[src/rtl/seg7_display_reader.sv]
// seg7_display_reader: monitors a multiplexed, active-low seven-segment bus,
// debounces each digit slot and decodes the lit glyph back to a hex nibble.
// A slot is captured once per stable run, when the same {an, seg} sample has
// been seen STABLE_CYCLES times in a row with exactly one anode enabled.
module seg7_display_reader #(
  parameter int DIGITS        = 4,
  parameter int STABLE_CYCLES = 8
) (
  input  logic                  clk,
  input  logic                  rst,
  input  logic [DIGITS-1:0]     an,
  input  logic [6:0]            seg,
  output logic [4*DIGITS-1:0]   value,
  output logic [DIGITS-1:0]     digit_valid,
  output logic                  update,
  output logic                  code_err
);

  localparam int          SW     = DIGITS + 7;
  localparam logic [7:0]  STABLE = 8'(STABLE_CYCLES);

  logic [DIGITS-1:0]   an_s1_q, an_s2_q;
  logic [6:0]          seg_s1_q, seg_s2_q;
  logic [SW-1:0]       sample;
  logic [SW-1:0]       prev_q;
  logic [7:0]          cnt_q, cnt_d;
  logic [3:0]          low_cnt;
  logic                one_low;
  logic                capture;
  logic [4:0]          dec;
  logic                blank;
  logic [4*DIGITS-1:0] value_q, value_d;
  logic [DIGITS-1:0]   valid_q, valid_d;
  logic                upd_q, upd_d;
  logic                err_q, err_d;

  // Map a lit abcdefg pattern to {legal, nibble}; legal=0 for anything else.
  function automatic logic [4:0] decode(input logic [6:0] lit);
    case (lit)
      7'b1111110: decode = 5'h10;
      7'b0110000: decode = 5'h11;
      7'b1101101: decode = 5'h12;
      7'b1111001: decode = 5'h13;
      7'b0110011: decode = 5'h14;
      7'b1011011: decode = 5'h15;
      7'b1011111: decode = 5'h16;
      7'b1110000: decode = 5'h17;
      7'b1111111: decode = 5'h18;
      7'b1111011: decode = 5'h19;
      7'b1110111: decode = 5'h1A;
      7'b0011111: decode = 5'h1B;
      7'b1001110: decode = 5'h1C;
      7'b0111101: decode = 5'h1D;
      7'b1001111: decode = 5'h1E;
      7'b1000111: decode = 5'h1F;
      default:    decode = 5'h00;
    endcase
  endfunction

  // Two-flop synchronizer; reset to all-ones so nothing appears lit.
  always_ff @(posedge clk or negedge rst) begin
    if (!rst) begin
      an_s1_q  <= '1;
      an_s2_q  <= '1;
      seg_s1_q <= '1;
      seg_s2_q <= '1;
    end else begin
      an_s1_q  <= an;
      an_s2_q  <= an_s1_q;
      seg_s1_q <= seg;
      seg_s2_q <= seg_s1_q;
    end
  end

  // Sample is {anodes, lit segments}; any bit change restarts the run.
  assign sample = {an_s2_q, ~seg_s2_q};
  assign dec    = decode(~seg_s2_q);
  assign blank  = (seg_s2_q == 7'h7F);

  // Run counter and capture decision; capture fires on the 1st reach of STABLE.
  always_comb begin
    low_cnt = '0;
    for (int i = 0; i < DIGITS; i++) begin
      low_cnt = low_cnt + {3'b000, ~an_s2_q[i]};
    end
    one_low = (low_cnt == 4'd1);
    if (!one_low) begin
      cnt_d = '0;
    end else if (sample == prev_q) begin
      cnt_d = (cnt_q == STABLE) ? cnt_q : cnt_q + 8'd1;
    end else begin
      cnt_d = 8'd1;
    end
    capture = one_low && (cnt_d == STABLE) && (cnt_q != STABLE);
  end

  // Output next-state: only the single enabled slot is touched by a capture.
  always_comb begin
    value_d = value_q;
    valid_d = valid_q;
    upd_d   = 1'b0;
    err_d   = 1'b0;
    if (capture) begin
      for (int i = 0; i < DIGITS; i++) begin
        if (!an_s2_q[i]) begin
          if (dec[4]) begin
            value_d[4*i +: 4] = dec[3:0];
            valid_d[i]        = 1'b1;
          end else begin
            valid_d[i] = 1'b0;
          end
        end
      end
      upd_d = dec[4];
      err_d = !dec[4] && !blank;
    end
  end

  // Run state and registered outputs.
  always_ff @(posedge clk or negedge rst) begin
    if (!rst) begin
      prev_q  <= {{DIGITS{1'b1}}, 7'b0000000};
      cnt_q   <= '0;
      value_q <= '0;
      valid_q <= '0;
      upd_q   <= 1'b0;
      err_q   <= 1'b0;
    end else begin
      prev_q  <= sample;
      cnt_q   <= cnt_d;
      value_q <= value_d;
      valid_q <= valid_d;
      upd_q   <= upd_d;
      err_q   <= err_d;
    end
  end

  assign value       = value_q;
  assign digit_valid = valid_q;
  assign update      = upd_q;
  assign code_err    = err_q;

endmodule

[config.mk]
export PLATFORM = sky130hd
export DESIGN_NAME = seg7_display_reader
export DESIGN_NICKNAME = d
export VERILOG_FILES = /design/src/rtl/seg7_display_reader.sv
export SDC_FILE = /design/constraint.sdc
export NUM_CORES = 1
export LEC_CHECK = 0
export BUFFER_PORTS_ARGS = -buffer_cell sky130_fd_sc_hd__buf_2
export CORE_MARGIN = 2
export CORE_UTILIZATION = 52
export DETAILED_ROUTE_END_ITERATION = 8
export PLACE_DENSITY = 0.79
export SYNTH_ARGS = -nofsm -noshare
export SYNTH_HDL_FRONTEND = slang
export SYNTH_SLANG_ARGS = --single-unit
[constraint.sdc]
create_clock -name clk -period 2.92 [get_ports clk]
set_input_delay 0.146 -clock clk [delete_from_list [all_inputs] [get_ports clk]]
set_output_delay 0.146 -clock clk [all_outputs]
set_load 0.01 [all_outputs]
* Word level (Yosys, flattened, before mapping)
Cells that the tools add are included.
** Word-level totals
- Flip-flop bits (word level) :: 63
- Input port bits :: 13
- Logic and storage cells :: 67
** Cells by class
- $add $sub $neg :: 4
- Eq/ne operators :: 22
- Multiplexer cells :: 7
- Bitwise logic cells :: 5
- Reductions and logical operators :: 13
** Operator list (count)
- $eq 7x7->1 const B :: 13
- $pmux 5 s16 :: 1
- $mux 8 :: 3
- $eq 7x6->1 const B :: 3
- $eq 8x4->1 const B :: 2
- $reduce_and 3->1 :: 4
- $eq 11x11->1 :: 1
- $add 8x1->8 const B :: 1
- $ne 8x4->1 const B :: 1
- $reduce_and 2->1 :: 4
- $eq 7x5->1 const B :: 1
- $not 7->7 :: 1
- $add 3x1->4 :: 1
- $eq 4x1->1 const B :: 1
- $not 1->1 :: 4
- $add 2x1->3 :: 1
- $logic_and 1x1->1 :: 3
- $mux 1 :: 3
- $add 1x1->2 :: 1
- $logic_not 1->1 :: 2

* Longest topological paths before layout
Gate-level depths: netlist of run 1.
- Word-level depth :: 10
- Gate-level depth with buffers :: 11
- Gate-level depth less buffers :: 10

* Worst setup path after synthesis of run 1
No wires, ideal clock.
- Path type :: flip-flop to flip-flop
- Start point :: register an_s2_q[1]
- End point :: register value_q[0], in the netlist value[0]
- Arrival time :: 2814 ps
- Required time :: 2795 ps
- Path slack :: -19 ps
- Cell stages (with the launch flop) :: 11
- Buffers on the path :: 0
- Period minus slack after synthesis :: 2939 ps
- Cells stage by stage :: dfstp_2 > fa_1 > inv_1 > ha_1 > ha_1 > nor2_1 > nand2_1 > or4_4 > nand4b_4 > nor3_4 > mux2_2
** Between the ends
- Word-level cells in the longest chain between the ends :: 10
- Elaborated cells on any way between the ends :: 12
- Classes of those cells :: add/sub (3); eq/ne (3); mux (2); bitwise (1); reduce/logical (3)
** Ends and longest elaborated chain
- start: declaration :: RTL line 22 : logic [DIGITS-1:0] an_s1_q, an_s2_q;
- start signal: assignment :: RTL line 69 : an_s2_q <= an_s1_q;
- $not 1->1 (no line)
- $add 1x1->2 :: RTL line 84 : low_cnt = low_cnt + {3'b000, ~an_s2_q[i]};
- $add 2x1->3 :: RTL line 84
- $add 3x1->4 :: RTL line 84
- $eq 4x1->1 :: RTL line 86 : one_low = (low_cnt == 4'd1);
- $mux 8 :: RTL line 87 : if (!one_low) begin
- $eq 8x4->1 :: RTL line 94 : capture = one_low && (cnt_d == STABLE) && (cnt_q != STABLE);
- $logic_and 1x1->1 * (2 in series) :: RTL line 94
- $reduce_and 3->1 (no line) *
- end signal: assignment :: RTL line 131 : value_q <= value_d;
- end: declaration :: RTL line 32 : logic [4*DIGITS-1:0] value_q, value_d;
Mark *: on every way between the ends. The rest lies on a longest branch, timed or not.
A chain may end at the register's enable or synchronous reset.

* Worst setup path in the final report of run 1
- Start point :: register an_s2_q[1]
- End point :: register value_q[8], in the netlist value[8]
Same word-level chain as after synthesis.

==> key figures, run 1 <==
Status
  • Status: finished with violations
  • Failing checks: negative setup slack

Floorplanning
  • Die ar.: 6050 um^2
  • CORE AREA: 5170 um^2
  • IO Pins: 35
  • Die H: 77.8 um
  • Starting Density: 0.548
  • Die width: 77.8 um
  • Rows: 26

Setup path
  • Reg-to-Reg Start: an_s2_q[1]$_DFF_PN1_
  • Worst R2R Setup Slack: -170 ps
  • R2R depth: 10
  • Critical path type: register to register
  • CP required: 3140 ps
  • Crit-path slowest cell: dfstp_2
  • CP Capture Type: register
  • RR Endpoint: value[8]$_DFFE_PN0P_
  • Biggest cell delay along the critical path: 550 ps
  • Crit path max fanout: 6
  • WP buf/inv: 1
  • Family with the most delay on the worst path: simple AND/OR/NAND/NOR gates
  • CP arrival: 3310 ps
  • Worst path cell trace: fa_1 -> inv_1 -> ha_2 -> ha_4 -> nor2_2 -> nand2_1 -> or4_4 -> nand4b_4 -> nor3_4 -> mux2_2
  • Startpoint types: register

Drt
  • First-pass DRT Iterations: 4
  • Vias/cell: 5.52
  • WL met3: 346 um
  • WL/cell: 15.7 um
  • ANT nets after route: 0
  • Iteration-0 DRC Markers: 116
  • DRC: 0
  • Uppermost layer routed: met4
  • Met2 WL post-DR: 2850 um
  • Routed WL: 5720 um
  • DR vias: 2013
  • Met1 WL: 2440 um

GRT
  • Grt total ovfl: 0
  • Largest net degree at the start of global routing: 64
  • First-pass GRT wire length: 9890 um
  • Initial antenna violation count: 0
  • Vias in the first global route: 2093
  • GRT Resource Usage Total: 0.209

Placement
  • Pre-CTS setup slack: -108 ps
  • Cells after DPL: 335
  • GPL Wtd Cong: 0.885
  • PortBufs: 34
  • Final HPWL DP: 3530 um

STA
  • Worst slew margin: 0.488
  • Final worst slack: -172 ps
  • Hold Slack: 357 ps
  • Least-Margin Pin Slew: 768 ps
  • Pins Over Slew Limit: 0
  • Final min period: 3090 ps
  • Worst Skew: 9.72 ps
  • Final hold violation count: 0
  • Final setup viols: 20
  • Final Cycle Share: 1.06
  • Setup TNS Final: -2390 ps
  • Fmax: 323 MHz
  • RSZ-0062 raised after global routing: true

Clock tree
  • Root Driver: clkbuf_8
  • Number of buffers created by CTS: 9
  • Clk pin slew, worst setup/hold paths: 70 ps
  • Clk_lat worst skew: 330 ps
  • Clk buf depth: 2
  • H-tree depth: 3
  • Clock Sinks: 63
  • CTS tree: built

Synthesis
  • Synth area leaders: dfrtp_1 33%, dfstp_2 24%, mux2_2 6.4%, xnor2_1 3.4%, xor2_1 3.1%
  • Syn. warnings: 0
  • Ys flop type: dfrtp_1
  • Seq/Total Area, Yosys: 0.568
  • Share of the synthesized area in the top cell type: 0.327
  • Synth area leader: dfrtp_1
  • Syn Inst Count: 233
  • Synth Register Bits: 63
  • Synth Area per Inst: 12.2 um^2
  • Synth cell count leaders: 37 x dfrtp_1, 26 x dfstp_2, 20 x nor2_1
  • Synthesized area: 2830 um^2
  • Fraction of registers with async set/reset: 1.00
  • Most frequent cell after synthesis: dfrtp_1
  • EDFF count, synth: 0
  • Mapped Nets: 251
  • Synth unique cells: 45

Power and ir drop
  • Clock power frac: 0.409
  • Part of the power in combinational logic: 0.074
  • P_int: 0.00137 W
  • Sw power: 0.000450 W
  • Sequential share of power: 0.517
  • Worst IR drop on VDD: 0.000449 V
  • Power Density: 525 nW/um^2
  • Sw Ratio: 0.247
  • LEAKAGE: 1.57 nW

Layout
  • Diode count: 0
  • Final instance count without filler cells: 365
  • Synthesis-to-layout area growth: 22.7%
  • Core Util, Final: 0.672
  • Layout Nets: 308
  • Layout cells sized above 1: 0.380

Hold path
  • WHS Endpoint: seg_s2_q[5]$_DFF_PN1_
  • Worst min-delay path startpoint: seg_s1_q[5]$_DFF_PN1_
  • Hold Path Depth: 0
  • Hold Crit Class: register to register

Run
  • Max Cap Viol: 0
## cell usage in the layout (no fill, tap or decap), types with 4 or more instances in the layout
cell           Yosys  final
dfrtp_1           37     37
inv_1             13     13
mux2_4             0      9
o21ai_0            6      6
o31ai_1            7      7
buf_2              2     34
nor3_4             4      4
xor2_1            10     10
dlygate4sd3_1      0     12
nor2_1            20     19
dfstp_2           26     26
clkbuf_8           0      9
buf_4              2     10
mux2_2            16      7
a21oi_1            5      5
xnor2_1           11     11
nand3_1            5      5
nand4_1            5      5
nor3_1             7      7
and3_1             4      4
nand2_1            7      7
## worst reg2reg max path: cells and delay by family (launching register included)
family	cells	cell delay (ps)
buf+inv	1	70
mux	1	380
simple gates	5	1180
flops	1	550
fa+ha+maj	3	800
## routing by layer
| metal | global-route usage | vias up |
|---|---|---|
| li1 | - | 935 |
| met1 | 0.277 | 990 |
| met2 | 0.331 | 76 |
| met3 | 0.0558 | 12 |
| met4 | 0.0786 | 0 |
| met5 | 0 | - |
## layout make-up
type / instances / area [um^2]
fillers: 342 / 1700
clock inverters: 6 / 67.6
multi-input cells: 146 / 1160
clock buffers: 10 / 128
well taps: 70 / 87.6
repair buffers: 57 / 377
inverters: 13 / 48.8
flip-flops and latches: 63 / 1610
## power by group through the flow
stage / registers [W] / logic, W / clock network [W]
6_report: 0.000944 / 0.000135 / 0.000746
5_1_grt: 0.000948 / 0.000152 / 0.000804
4_1_cts: 0.000944 / 0.000133 / 0.000761
3_5_place_dp: 0.000958 / 0.000112 / 0
3_3_place_gp: 0.000957 / 0.000110 / 0
2_1_floorplan: 0.000946 / 0.0000750 / 0
## logic make-up (layout without fill, tap and decap cells)
logic type | Yosys count | in the layout | synth area share
simple gates | 71 | 71 | 0.159
flops | 63 | 63 | 0.568
compound gates | 32 | 32 | 0.0760
buf+inv | 24 | 86 | 0.0406
xor+xnor | 21 | 21 | 0.0649
mux | 17 | 17 | 0.0671
fa+ha+maj | 5 | 5 | 0.0247
## metrics by stage
stage / power [W] / cell area [um^2]
after CTS: 0.00184 / 3440
after floorplan: 0.00102 / 2830
final: 0.00182 / 3480
after global routing: 0.00190 / 3480
after detailed placement: 0.00107 / 3090
after global placement: 0.00107 / 3090
## state kept, by name, summed over array words and instances, names as in the netlist
register	count
seg_s2_q	7
update	1
value	16
an_s1_q	4
seg_s1_q	7
code_err	1
digit_valid	4
prev_q	11
cnt_q	8
an_s2_q	4
## worst max path at each step
stage                                  endpoint                 start  cells after the start
final                      value[8]$_DFFE_PN0P_  an_s2_q[1]$_DFF_PN1_                     10
after global routing      value[13]$_DFFE_PN0P_  an_s2_q[1]$_DFF_PN1_                     10
after detailed placement  value[13]$_DFFE_PN0P_  an_s2_q[0]$_DFF_PN1_                     10
after CTS                  value[8]$_DFFE_PN0P_  an_s2_q[1]$_DFF_PN1_                     10
after global placement     value[9]$_DFFE_PN0P_  an_s2_q[0]$_DFF_PN1_                     10
after floorplan            value[0]$_DFFE_PN0P_  an_s2_q[1]$_DFF_PN1_                     10
## timing repair
| item | 4_1_cts | 5_1_grt |
|---|---|---|
| hold buffers | 12 | 0 |
| hold endpoints to repair | 18 | 0 |
| cloned | 0 | 0 |
| setup endpoints to repair | 16 | 20 |
| resized for setup | 6 | 7 |
| buffers inserted | 1 | 1 |
No activity file was read; power rests on OpenSTA's default activity.
==> run 2: changes to the inputs <==
clock period = 2.5 ns   (was 2.92 ns; I/O delays follow)
==> key figures, run 2 (synthesis results as in run 1) <==
Drt
  • DRC: 0
  • WL/cell: 17.5 um
  • First-pass DRT Iterations: 4
  • ANT nets after route: 0
  • DR vias: 2114
  • Vias/cell: 5.51
  • Iteration-0 DRC Markers: 123
  • Routed WL: 6710 um

Placement
  • PortBufs: 34
  • Placement Cell Area: 3210 um^2
  • Final HPWL DP: 4090 um
  • GPL Wtd Cong: 0.921

Power and ir drop
  • Worst IR drop on VDD: 0.000471 V
  • Power Density: 560 nW/um^2
  • LEAKAGE: 1.67 nW

Layout
  • Design Area, Final: 3670 um^2
  • Register area: 1610 um^2
  • Layout Nets: 327
  • Fillers: 317
  • Synthesis-to-layout area growth: 29.5%
  • Max reg flops: 16
  • Commonest non-fill, non-tap cell in the layout: dfrtp_1
  • Core Util, Final: 0.709
  • Multi-input logic area: 1220 um^2
  • Most frequent cells in the layout: 37 x dfrtp_1, 34 x buf_2, 26 x dfstp_2, 26 x buf_4
  • Layout cells sized above 1: 0.439
  • Diode count: 0

Clock tree
  • Clk pin slew, worst setup/hold paths: 70 ps
  • Root Driver: clkbuf_8
  • Clk buf depth: 2
  • CTS tree: built
  • Clk_lat worst skew: 340 ps
  • Clock Sinks: 63
  • H-tree depth: 3
  • Number of buffers created by CTS: 9

STA
  • Final min period: 3100 ps
  • Worst slew margin: 0.548
  • Worst Skew: 12.0 ps
  • Fmax: 323 MHz
  • Final Cycle Share: 1.24
  • Final worst slack: -596 ps
  • RSZ-0062 raised after global routing: true
  • Least-Margin Pin Slew: 672 ps
  • Final hold violation count: 0
  • Final setup viols: 27
  • Pins Over Slew Limit: 0

Setup path
  • Biggest cell delay along the critical path: 550 ps
  • Family with the most delay on the worst path: simple AND/OR/NAND/NOR gates
  • CP Capture Type: register
  • CP arrival: 3320 ps
  • Startpoint types: register
  • CP required: 2720 ps
  • Crit-path slowest cell: dfstp_2
  • Crit path max fanout: 6
  • WP buf/inv: 1
  • Critical path type: register to register
  • Worst path cell trace: fa_1 -> inv_1 -> ha_2 -> ha_4 -> nor2_4 -> nand2_2 -> or4_4 -> nand4b_4 -> nor3_4 -> mux2_4

Run
  • Max Cap Viol: 0

Floorplanning
  • CORE AREA: 5170 um^2
  • Die H: 77.8 um
  • IO Pins: 35
  • Starting Density: 0.548
  • Die width: 77.8 um
  • Rows: 26
  • Die ar.: 6050 um^2

GRT
  • Grt total ovfl: 0
  • GRT Resource Usage Total: 0.220
  • Initial antenna violation count: 0
  • First-pass GRT wire length: 10300 um
  • Vias in the first global route: 2091
  • Largest net degree at the start of global routing: 23

Status
  • Status: finished with violations
  • Failing checks: negative setup slack

Hold path
  • Hold Crit Class: input pin to async pin
==> run 2: through the flow <==
step	total power (W)	setup TNS, ps	std cells	worst slack (ps)	hold slack, ps
detailed placement	0.00128	-10600	349	-552	122
CTS	0.00203	-10600	379	-566	301
floorplan	0.00119	-8570	233	-439	-171
finish	0.00205	-11560	384	-596	287
global placement	0.00127	-9340	349	-498	117
global route	0.00214	-15350	384	-739	337
==> run 2: area by class of cell <==
cell class | count | share of cell area
clock buffers | 11 | 0.0358
clock inverters | 5 | 0.00955
inverters | 13 | 0.0133
multi-input cells | 146 | 0.332
flip-flops and latches | 63 | 0.439
well taps | 70 | 0.0239
repair buffers | 76 | 0.147
==> run 2: worst paths after layout <==
kind / slack [ps] / endpoint / cells past startpoint / from
worst max-delay path: -600 / value[6]$_DFFE_PN0P_ / 10 / an_s2_q[3]$_DFF_PN1_
worst min-delay path: 290 / cnt_q[6]$_DFF_PN0_ / 2 / rst
worst max register to register: -600 / value[6]$_DFFE_PN0P_ / 10 / an_s2_q[3]$_DFF_PN1_
worst min register to register: 360 / seg_s2_q[1]$_DFF_PN1_ / 0 / seg_s1_q[1]$_DFF_PN1_
max in group asynchronous: 1500 / prev_q[7]$_DFF_PN1_ / 3 / rst
min in group clk: 360 / seg_s2_q[1]$_DFF_PN1_ / 0 / seg_s1_q[1]$_DFF_PN1_
==> run 2: repair_timing <==
item,in CTS,in global routing
setup endpoints to repair,27,29
setup buffers,2,5
hold endpoints to repair,29,0
gates cloned,0,0
hold buffers,12,0
gates resized for setup,18,13
pin swaps,5,6
==> run 2: metal layers <==
layer	wire [um]	GRT usage
met5	0	0
met4	86	0.0750
met1	2780	0.299
met2	3370	0.344
met3	471	0.0593
==> run 2: where the power goes <==
part	leakage [nW]	internal, W	total (W)	switching (W)
Sequential	0.773	0.00107	0.00108	0.0000172
Clock	0.0833	0.000360	0.000753	0.000393
Combinational	0.815	0.0000955	0.000217	0.000121
Total	1.67	0.00152	0.00205	0.000532
==> run 2: worst reg2reg max path, cell delays in order (launching register included) <==
cell and delay [ps]:
dfstp_2 550, fa_1 410, inv_1 70, ha_2 180
ha_4 200, nor2_4 80, nand2_2 50, or4_4 410
nand4b_4 300, nor3_4 380, mux2_4 350
